[config.mk]
export PLATFORM = sky130hd
export DESIGN_NAME = regfile_write_queue
export DESIGN_NICKNAME = d
export VERILOG_FILES = /design/src/rtl/regfile_pkg.sv /design/src/rtl/wq_fifo.sv /design/src/rtl/regfile_write_queue.sv
export SDC_FILE = /design/constraint.sdc
export NUM_CORES = 1
export LEC_CHECK = 0
export CAP_MARGIN = 40
export CORE_ASPECT_RATIO = 1.4
export CORE_UTILIZATION = 57
export DETAILED_ROUTE_END_ITERATION = 16
export HOLD_SLACK_MARGIN = 0.08
export PLACE_DENSITY = 0.82
export SYNTH_ARGS = -nofsm -noshare
export SYNTH_HDL_FRONTEND = slang
export SYNTH_SLANG_ARGS = --single-unit
[constraint.sdc]
create_clock -name clk -period 3.4 [get_ports clk]
set_input_delay 0.68 -clock clk [delete_from_list [all_inputs] [get_ports clk]]
set_output_delay 0.68 -clock clk [all_outputs]
set_load 0.03 [all_outputs]
[src/rtl/regfile_pkg.sv]
// Shared constants and the write-request record for the register-file write queue.
package regfile_pkg;
  localparam int NREGS          = 16;
  localparam int ADDR_W         = 4;
  localparam int DEFAULT_DATA_W = 32;

  typedef struct packed {
    logic [ADDR_W-1:0]         addr;
    logic [DEFAULT_DATA_W-1:0] data;
  } wr_req_t;
endpackage

[src/rtl/wq_fifo.sv]
// Circular storage for queued register writes: head/tail pointers plus occupancy.
module wq_fifo
  import regfile_pkg::*;
#(
  parameter int DEPTH  = 4,
  parameter int DATA_W = DEFAULT_DATA_W,
  localparam int PTR_W = $clog2(DEPTH),
  localparam int CNT_W = $clog2(DEPTH+1)
) (
  input  logic                             clk,
  input  logic                             reset_n,
  input  logic                             push,
  input  logic                             pop,
  input  logic                             flush,
  input  logic [ADDR_W-1:0]                push_addr,
  input  logic [DATA_W-1:0]                push_data,
  output logic [DEPTH-1:0][ADDR_W-1:0]     mem_addr,
  output logic [DEPTH-1:0][DATA_W-1:0]     mem_data,
  output logic [PTR_W-1:0]                 head,
  output logic [CNT_W-1:0]                 count
);
  logic [PTR_W-1:0] tail;

  // DEPTH is a power of two, so pointers wrap by natural overflow.
  always_ff @(posedge clk or negedge reset_n) begin
    if (!reset_n) begin
      head  <= '0;
      tail  <= '0;
      count <= '0;
    end else if (flush) begin
      head  <= '0;
      tail  <= '0;
      count <= '0;
    end else begin
      if (push) tail <= tail + PTR_W'(1);
      if (pop)  head <= head + PTR_W'(1);
      case ({push, pop})
        2'b10:   count <= count + CNT_W'(1);
        2'b01:   count <= count - CNT_W'(1);
        default: count <= count;
      endcase
    end
  end

  // Payload storage needs no reset: occupancy alone decides what is valid.
  always_ff @(posedge clk) begin
    if (push) begin
      mem_addr[tail] <= push_addr;
      mem_data[tail] <= push_data;
    end
  end
endmodule

[src/rtl/regfile_write_queue.sv]
// Write queue in front of a 16-entry register file: issues one strobe per entry
// through a 1-of-16 decoder and forwards the youngest pending write to a read port.
module regfile_write_queue
  import regfile_pkg::*;
#(
  parameter int DEPTH    = 4,
  parameter int DATA_W   = DEFAULT_DATA_W,
  parameter int ZERO_REG = 0,
  localparam int PTR_W   = $clog2(DEPTH),
  localparam int CNT_W   = $clog2(DEPTH+1)
) (
  input  logic              clk,
  input  logic              reset_n,
  input  logic              wr_valid,
  input  logic [3:0]        wr_addr,
  input  logic [DATA_W-1:0] wr_data,
  output logic              wr_ready,
  input  logic              hold,
  input  logic              flush,
  output logic [3:0]        sel,
  output logic              dec_en,
  output logic [DATA_W-1:0] dec_data,
  input  logic [3:0]        rd_addr,
  output logic              rd_hit,
  output logic [DATA_W-1:0] rd_fwd_data,
  output logic [CNT_W-1:0]  count
);
  logic [DEPTH-1:0][ADDR_W-1:0] mem_addr;
  logic [DEPTH-1:0][DATA_W-1:0] mem_data;
  logic [PTR_W-1:0]             head;
  logic                         push, pop, discard, not_empty;
  logic [PTR_W-1:0]             idx;

  wq_fifo #(.DEPTH(DEPTH), .DATA_W(DATA_W)) u_fifo (
    .clk       (clk),
    .reset_n   (reset_n),
    .push      (push),
    .pop       (pop),
    .flush     (flush),
    .push_addr (wr_addr),
    .push_data (wr_data),
    .mem_addr  (mem_addr),
    .mem_data  (mem_data),
    .head      (head),
    .count     (count)
  );

  // Gating with reset_n keeps ready low while the queue is held in reset.
  assign wr_ready  = reset_n && (count < CNT_W'(DEPTH));
  assign discard   = (ZERO_REG != 0) && (wr_addr == 4'd0);
  assign push      = wr_valid && wr_ready && !flush && !discard;
  assign not_empty = (count != '0);
  assign dec_en    = not_empty && !hold && !flush;
  assign pop       = dec_en;
  assign sel       = not_empty ? mem_addr[head] : 4'd0;
  assign dec_data  = not_empty ? mem_data[head] : '0;

  // Walk oldest to youngest so the most recent matching write wins.
  always_comb begin
    rd_hit      = 1'b0;
    rd_fwd_data = '0;
    idx         = '0;
    for (int k = 0; k < DEPTH; k++) begin
      idx = head + PTR_W'(k);
      if ((CNT_W'(k) < count) && (mem_addr[idx] == rd_addr) &&
          !((ZERO_REG != 0) && (rd_addr == 4'd0))) begin
        rd_hit      = 1'b1;
        rd_fwd_data = mem_data[idx];
      end
    end
  end
endmodule

# After elaboration in Yosys (flattened, before gate mapping)
# Cells that the tools add are included.
# op_classes
addsub,6
n_lt_le_gt_ge,11
eq_ne,6
muxes,38
reduce_logical,16
# op_table
op,n
two-way mux 32 bit,10
binary-select mux 32 bit (select 2 bit),4
bitwise mux 128 bit,1
demux 32 bit (select 2 bit),1
binary-select mux 4 bit (select 2 bit),4
two-way mux 4 bit,6
bitwise mux 16 bit,1
equality test 4 bit,4
"less-than comparator 2 x 3 -> 1 bit, second input constant",5
logical AND 1 bit,10
demux 4 bit (select 2 bit),1
two-way mux 2 bit,4
"less-than comparator 1 x 3 -> 1 bit, first input constant",2
"less-than comparator 2 x 3 -> 1 bit, first input constant",2
one-hot mux 3 bit (2 select lines),1
nonzero test 3 bit,2
"adder 2 x 1 -> 2 bit, second input constant",2
"adder 2 bit, second input constant",2
two-way mux 1 bit,4
nonzero test 2 bit,2
"adder 3 x 1 -> 3 bit, second input constant",1
"less-than comparator 3 bit, second input constant",1
two-way mux 3 bit,1
"subtractor 3 x 1 -> 3 bit, second input constant",1
4 further kinds,5
# word_totals
regBits,151
in_bits,45
out_inout_bits,74

# Depth between registers and ports, before layout
# Gate-level depths: netlist of run 1.
# depth
depth_word,8
mapped_depth,10

# Hierarchy
# Synthesis of run 1 repeated with hierarchy kept, for this count alone.
# hier_totals
cells_unflattened,802
area_unflattened_um2,9177.6
# by_module_without_submodules
mod,instances,cells_per_inst,area_per_inst_um2
wq_fifo,1,183,4760.8
regfile_write_queue,1,619,4416.7

# Worst setup path before layout of run 1
# Ideal clock, no wire load.
# synth_timing
kind,reg2out
start,reg u_fifo.head[0]
end,out rd_fwd_data[31]
t_arrival_ns,2.646
path_slack_ns,0.074
path_stages_with_launch,7
path_buffers,1
cell_sequence,dfrtp_1 buf_6 mux4_2 xor2_1 nor4_4 mux2_2 o221ai_1
# synth_between
elab_chain_cells,8
word_cells_on_any_way,31
classes_between,add/sub: 3; eq/ne: 4; mux: 20; reduce/logical: 4
# synth_lines
item,line,source
"start, declared",wq_fifo.sv:19,"output logic [PTR_W-1:0] head,"
"start signal, assigned",wq_fifo.sv:36,if (pop) head <= head + PTR_W'(1);
adder 2 x 1 -> 2 bit / binary-select mux 4 bit (select 2 bit) (equally long branches),"regfile_write_queue.sv:64, regfile_write_queue.sv:65",
binary-select mux 4 bit (select 2 bit) / two-way mux 4 bit (equally long branches),regfile_write_queue.sv:65,if ((CNT_W'(k) < count) && (mem_addr[idx] == rd_addr) &&
two-way mux 4 bit (implied by the code) / equality test 4 bit (equally long branches),regfile_write_queue.sv:65,
equality test 4 bit / logical AND 1 bit (equally long branches),regfile_write_queue.sv:65,
logical AND 1 bit / two-way mux 32 bit (equally long branches),regfile_write_queue.sv:65,
two-way mux 32 bit (2 in series),regfile_write_queue.sv:65,
two-way mux 32 bit *,regfile_write_queue.sv:65,
"end, declared",regfile_write_queue.sv:25,"output logic [DATA_W-1:0] rd_fwd_data,"
# Every way passes the cells marked *; elsewhere a longest branch is shown, timed or not. The select of a mux whose other input is x is not followed.

# Worst setup path after layout of run 1
# layout_timing
start,reg u_fifo.head[0]
end,out rd_fwd_data[23]
# Same word-level chain as after synthesis.

==> impl_metrics.json, run 1 <==
{
  "status": "finished with violations",
  "violations": "setup timing",
  "final_cell_mix": "edfxtp_1 (144), nor2_1 (103), nand2_1 (73)",
  "pin_count": 119,
  "seq_area_frac_synth_pct": 47.90,
  "cts_root_buf": "clkbuf_16",
  "ys_top_cells_by_area": "edfxtp_1 (46%), mux2_2 (9.0%), mux2i_1 (7.6%)",
  "cp_common_cell": "buf_4",
  "netlist.area_leader.share_pct": 46.04,
  "cts_hold_buf": 0,
  "core_sq_um": 16170,
  "reg2reg_depth": 9,
  "final_common_cell": "edfxtp_1",
  "yosysWarnings": 0,
  "grt_use_total_pct": 26.79,
  "insertion_delay_ns": 0.41,
  "synth-async-reset-ratio_pct": 4.636,
  "hold_viol": 0,
  "path_buf_inv": 4,
  "rows": 55,
  "pre_cts_slack_ns": -0.2482,
  "drive_above_1_share_pct": 30.14,
  "critPathArrivalTime_ns": 3.15,
  "grt_overflow": 0,
  "finalNetCount": 989,
  "die_area_sq_um": 17000,
  "setup_viol": 32,
  "synth.distinct_cells": 39,
  "critPathCaptureType": "output port",
  "path_clk_slew_ns": 0.06,
  "grt_pass1_wl_mm": 35.68,
  "synth_cells": 802,
  "cp.required_ns": 2.72,
  "gp_congestion": 0.7863,
  "area_growth_pct": 28.92,
  "fin_ws_ns": -0.4325,
  "hold_class": "input port to asynchronous set/reset pin",
  "ir_drop_uv": 931.9,
  "syn_avg_cell_area_sq_um": 11.71,
  "drc": 0,
  "gr-usage-met1_pct": 31.38,
  "busiest_layer": "met2",
  "utilization_pct": 74.88,
  "dp_hpwl_mm": 13.64,
  "cpMaxStageDelayCell": "dfrtp_4",
  "synth_area_sq_um": 9393,
  "clock_path_buffers": 2,
  "post-route-min-period_ns": 3.833,
  "clkSinkCount": 151,
  "worstPathMaxFanout": 12,
  "hold_ws_ns": 0.5628,
  "path_delay_family": "simple AND/OR/NAND/NOR gates",
  "wl_mm": 24.15,
  "synth_edf_count": 144,
  "grt_util_met2_pct": 47.53,
  "initial_utilization_pct": 58.08,
  "synth_flop_cell": "edfxtp_1",
  "grt_max_degree": 79,
  "rsz0062_at_grt": "yes",
  "cp_slowest_stage_delay_ns": 0.54,
  "max_slew_margin_pct": 54.31,
  "drt_iter0_markers": 444,
  "power_density_nw_per_um2": 710.0,
  "drv_cap": 0,
  "timing.rr.end": "u_fifo.count[2]$_DFFE_PN0P_",
  "reg2reg_slack_ns": 1.24,
  "finalMaxSlewViolations": 0,
  "fp.dieH_microns": 153.9,
  "r2r_start": "u_fifo.count[1]$_DFFE_PN0P_",
  "fin_worst_skew_ns": 0.009726,
  "first_pass_iters": 7,
  "p_total_mw": 8.597,
  "portBuffers": 118,
  "tightest_slew_ns": 0.6853,
  "viasPerCell": 6.199,
  "ant_nets": 0,
  "start_kind": "flip-flop",
  "use_met3_pct": 5.164,
  "synth.largest_area_cell": "edfxtp_1",
  "die_x_microns": 110.5,
  "nFillCells": 982,
  "htreeDepth": 4,
  "max_clock_freq_mhz": 260.9,
  "crit_chain": "buf_4 > buf_4 > mux4_2 > xnor2_1 > and4_2 > or4_4 > buf_12 > o221ai_2 > buf_6",
  "cts_buffers": 17,
  "leakage_nw": 4.285,
  "crit_type": "flip-flop to output port",
  "ys_seq_elements": 151,
  "tritoncts": "done",
  "postSynthNetCount": 855,
  "grt_pass1_vias": 7066,
  "timing.final.crit_share_pct": 112.7,
  "vias": 7129,
  "routedWlPerCell_microns": 21.00,
  "antenna_found_initial": 1
}
-- area by class of cell --
cell class | instances | area, sq um | area share, %
Timing Repair Buffer | 181 | 2028 | 16.75
Clock buffer | 17 | 425.4 | 3.513
Multi-Input combinational cell | 579 | 4718 | 38.96
Antenna cell | 2 | 5.005 | 0.04133
Sequential cell | 151 | 4507 | 37.22
Inverter | 6 | 25.02 | 0.2067
Clock inverter | 15 | 151.4 | 1.250
Tap cell | 199 | 249.0 | 2.056
-- logic make-up after synthesis --
| family | synth area share [%] |
|---|---|
| AOI/OAI and AO/OA | 13.32 |
| and+or+nand+nor | 8.872 |
| DFF | 47.90 |
| adders and majority gates | 1.066 |
| buffers and inverters | 3.783 |
| xor gates and xnor gates | 1.865 |
| muxes | 23.19 |
-- power breakdown --
group / internal, mW / switching [mW]
logic: 1.90 / 2.68
clock network: 1.08 / 0.754
registers: 2.11 / 0.0710
total: 5.09 / 3.51
-- routing by layer --
layer | routed length (microns) | vias to the layer above
met2 | 12620 | 326
met3 | 1528 | 63
met4 | 712 | 0
met5 | 0 | -
met1 | 9285 | 3451
li1 | - | 3289
-- worst max path at each step --
stage / to / startpoint / slack [ns] / cells past startpoint
3_5_place_dp: rd_fwd_data[5] / rd_addr[0] / -0.25 / 8
4_1_cts: rd_fwd_data[23] / u_fifo.head[0]$_DFFE_PN0P_ / -0.37 / 8
6_report: rd_fwd_data[23] / u_fifo.head[0]$_DFFE_PN0P_ / -0.43 / 9
2_1_floorplan: rd_fwd_data[31] / u_fifo.head[0]$_DFFE_PN0P_ / 0.07 / 6
3_3_place_gp: rd_fwd_data[15] / rd_addr[0] / -0.19 / 8
5_1_grt: rd_fwd_data[23] / u_fifo.head[0]$_DFFE_PN0P_ / -0.51 / 9
-- per-stage QoR --
stage / area [sq um] / cells / setup TNS, ns
3_3_place_gp: 10940 / 1098 / -4.658
5_1_grt: 12110 / 1149 / -14.85
2_1_floorplan: 9393 / 802 / 0
3_5_place_dp: 10960 / 1099 / -6.689
6_report: 12110 / 1150 / -12.75
4_1_cts: 11790 / 1140 / -11.38
-- registers in the layout (all words and copies together), names as in the netlist --
register,count
u_fifo.mem_addr,16
u_fifo.count,3
u_fifo.head,2
u_fifo.tail,2
u_fifo.mem_data,128
-- synth_stat cells (all sizes together), types with 7 or more instances --
master    n
xnor2    14
o221ai   31
edfxtp  144
mux2i    71
o21ai    35
o211ai   32
buf      38
a21oi    68
nand2    74
nor2    104
ha        8
mux4     14
clkbuf   28
dfrtp     7
mux2     95
nor2b     8
-- repair_timing --
item	CTS	global route
endpoints found under the setup margin	60	55
endpoints found under the hold margin	0	0
setup buffers	7	4
cloned	2	4
pin swaps	0	7
resized for setup	65	39
Note: power is estimated with default switching activity, not from simulation.
==> run 2, diff against run 1 <==
Settings changed: CELL_PAD_IN_SITES_DETAIL_PLACEMENT set to 1, CELL_PAD_IN_SITES_GLOBAL_PLACEMENT set to 1, CORE_UTILIZATION 57 to 45, CTS_CLUSTER_DIAMETER set to 120, PLACE_DENSITY 0.82 to unset, PLACE_DENSITY_LB_ADDON set to 0.1, SKIP_CTS_REPAIR_TIMING set to 1.
==> run 2 against run 1 <==
The run still ends with setup timing left. Non-clock buffer count increased by 3. Design area is 1.7% higher. First-iteration DRC count shrank 17%. Critical path type unchanged. Critical endpoint is now rd_fwd_data[24].
==> impl_metrics.json, run 2 (synthesis results as in run 1) <==
{
  "status": "finished with violations",
  "violations": "setup timing",
  "fin_ws_ns": -0.5084,
  "cp_slowest_stage_delay_ns": 0.52,
  "drc": 0,
  "portBuffers": 118,
  "clkSinkCount": 151,
  "max_slew_margin_pct": 58.52,
  "rows": 62,
  "critPathCaptureType": "output port",
  "reg2reg_depth": 9,
  "ir_drop_uv": 376.2,
  "top_regs": "u_fifo.mem_data: 128 flops, u_fifo.mem_addr: 16 flops, u_fifo.count: 3 flops",
  "max_clock_freq_mhz": 255.9,
  "cpMaxStageDelayCell": "dfrtp_4",
  "largest_reg_flops": 128,
  "post-route-min-period_ns": 3.908,
  "timing.final.crit_share_pct": 115.0,
  "fp.dieH_microns": 172.9,
  "area_growth_pct": 31.09,
  "timing.rr.end": "u_fifo.count[0]$_DFFE_PN0P_",
  "largest-register": "u_fifo.mem_data",
  "routedWlPerCell_microns": 23.08,
  "critPathArrivalTime_ns": 3.23,
  "crit_chain": "buf_6 > buf_6 > mux4_2 > xor2_2 > nor4_4 > buf_12 > clkbuf_16 > mux2_2 > o221ai_2 > buf_6",
  "grt_max_degree": 129,
  "final_common_cell": "edfxtp_1",
  "tritoncts": "done",
  "initial_utilization_pct": 45.86,
  "path_buf_inv": 5,
  "hold_class": "input port to asynchronous set/reset pin",
  "viasPerCell": 5.868,
  "pin_count": 119,
  "r2r_start": "u_fifo.count[0]$_DFFE_PN0P_",
  "drt_iter0_markers": 369,
  "rsz0062_at_grt": "yes",
  "worstPathMaxFanout": 8,
  "final_cell_mix": "edfxtp_1 (144), nor2_1 (104), nand2_1 (74)",
  "grt_overflow": 0,
  "htreeDepth": 4,
  "reg2reg_slack_ns": 1.13,
  "dp_hpwl_mm": 17.17,
  "antenna_found_initial": 2,
  "placed_cells": 1151,
  "drv_cap": 0,
  "power_density_nw_per_um2": 728.7,
  "insertion_delay_ns": 0.43,
  "finalMaxSlewViolations": 0,
  "clock_path_buffers": 2,
  "core_sq_um": 20480,
  "die_area_sq_um": 21460,
  "gp_congestion": 0.8759,
  "grt_use_total_pct": 25.52,
  "cp.required_ns": 2.72,
  "fin_worst_skew_ns": 0.007566,
  "ant_nets": 0,
  "path_clk_slew_ns": 0.06,
  "cp_common_cell": "buf_6",
  "cts_root_buf": "clkbuf_16",
  "hold_ws_ns": 0.5523,
  "nFillCells": 2012,
  "grt_pass1_wl_mm": 40.88,
  "vias": 7083,
  "start_kind": "flip-flop",
  "first_pass_iters": 4,
  "grt_pass1_vias": 7560,
  "crit_cells": 10,
  "layoutNonFillerInstCount": 1207,
  "setup_viol": 33,
  "drive_above_1_share_pct": 31.30,
  "hold_viol": 0,
  "path_delay_family": "buffers and inverters",
  "finalNetCount": 992,
  "crit_type": "flip-flop to output port",
  "tightest_slew_ns": 0.6222,
  "cts_buffers": 17,
  "leakage_nw": 4.492,
  "die_x_microns": 124.1,
  "wl_mm": 27.86
}
[run 2: changes by cell type in the layout (fill, tap and decap cells not counted), moves of 5 or more]
cell            before  now
o221ai_4             8   15
o21ai_0             33   23
dlymetal6s2s_1       6   22
dlygate4sd2_1       22    0
buf_4               36   48
o21ai_1              1   10
o221ai_2            23   15
buf_12              16   11
[run 2: worst max-delay path by stage]
stage	to	from	slack (ns)
after floorplan	rd_fwd_data[31]	u_fifo.head[0]$_DFFE_PN0P_	0.07
after global placement	rd_fwd_data[5]	rd_addr[1]	-0.29
after detailed placement	rd_fwd_data[5]	rd_addr[2]	-0.30
after CTS	rd_fwd_data[5]	u_fifo.head[0]$_DFFE_PN0P_	-0.71
after global routing	rd_fwd_data[8]	u_fifo.head[0]$_DFFE_PN0P_	-0.59
final	rd_fwd_data[24]	u_fifo.head[0]$_DFFE_PN0P_	-0.51
[run 2: final cells by class]
cell class | count | area, sq um | area share, %
Tap cell | 256 | 320.3 | 2.601
Inverter | 6 | 25.02 | 0.2032
Sequential cell | 151 | 4507 | 36.60
Clock inverter | 11 | 158.9 | 1.291
Antenna cell | 2 | 5.005 | 0.04065
Timing Repair Buffer | 184 | 2038 | 16.55
Multi-Input combinational cell | 579 | 4830 | 39.22
Clock buffer | 18 | 429.2 | 3.485
[run 2: layer usage]
metal  vias up  part of all wire (%)  track usage [%]
met5         -                     0                0
met4         0                   2.2            9.127
met3        38                   4.2            4.947
met2       172                    55            47.33
met1      3584                    38            27.97
li1       3289                     -                -
[run 2: through the flow]
step | power, mW | setup TNS (ns) | setup slack (ns) | utilization, % | cell area (sq um)
2_1_floorplan | 5.156 | 0 | 0.07444 | - | 9393
3_3_place_gp | 6.435 | -6.990 | -0.2917 | 53.49 | 10950
3_5_place_dp | 6.591 | -7.213 | -0.2999 | 53.49 | 10950
4_1_cts | 8.533 | -24.53 | -0.7060 | 56.36 | 11540
5_1_grt | 9.395 | -18.52 | -0.5909 | 60.10 | 12310
6_report | 8.973 | -15.49 | -0.5084 | 60.12 | 12310
[run 2: where the power goes]
group	internal [mW]	total, mW	switching, mW	leakage [nW]
Clock	1.20	1.92	0.715	0.285
Sequential	2.11	2.19	0.0760	1.39
Combinational	2.03	4.86	2.83	2.82
Total	5.35	8.97	3.62	4.49
[run 2: worst register-to-register path, delay by kind of cell, from the launching register on]
family	cells	cell delay (ns)
xor+xnor	1	0.14
fa+ha+maj	1	0.22
flops	1	0.50
buf+inv	2	0.32
simple gates	5	1.00
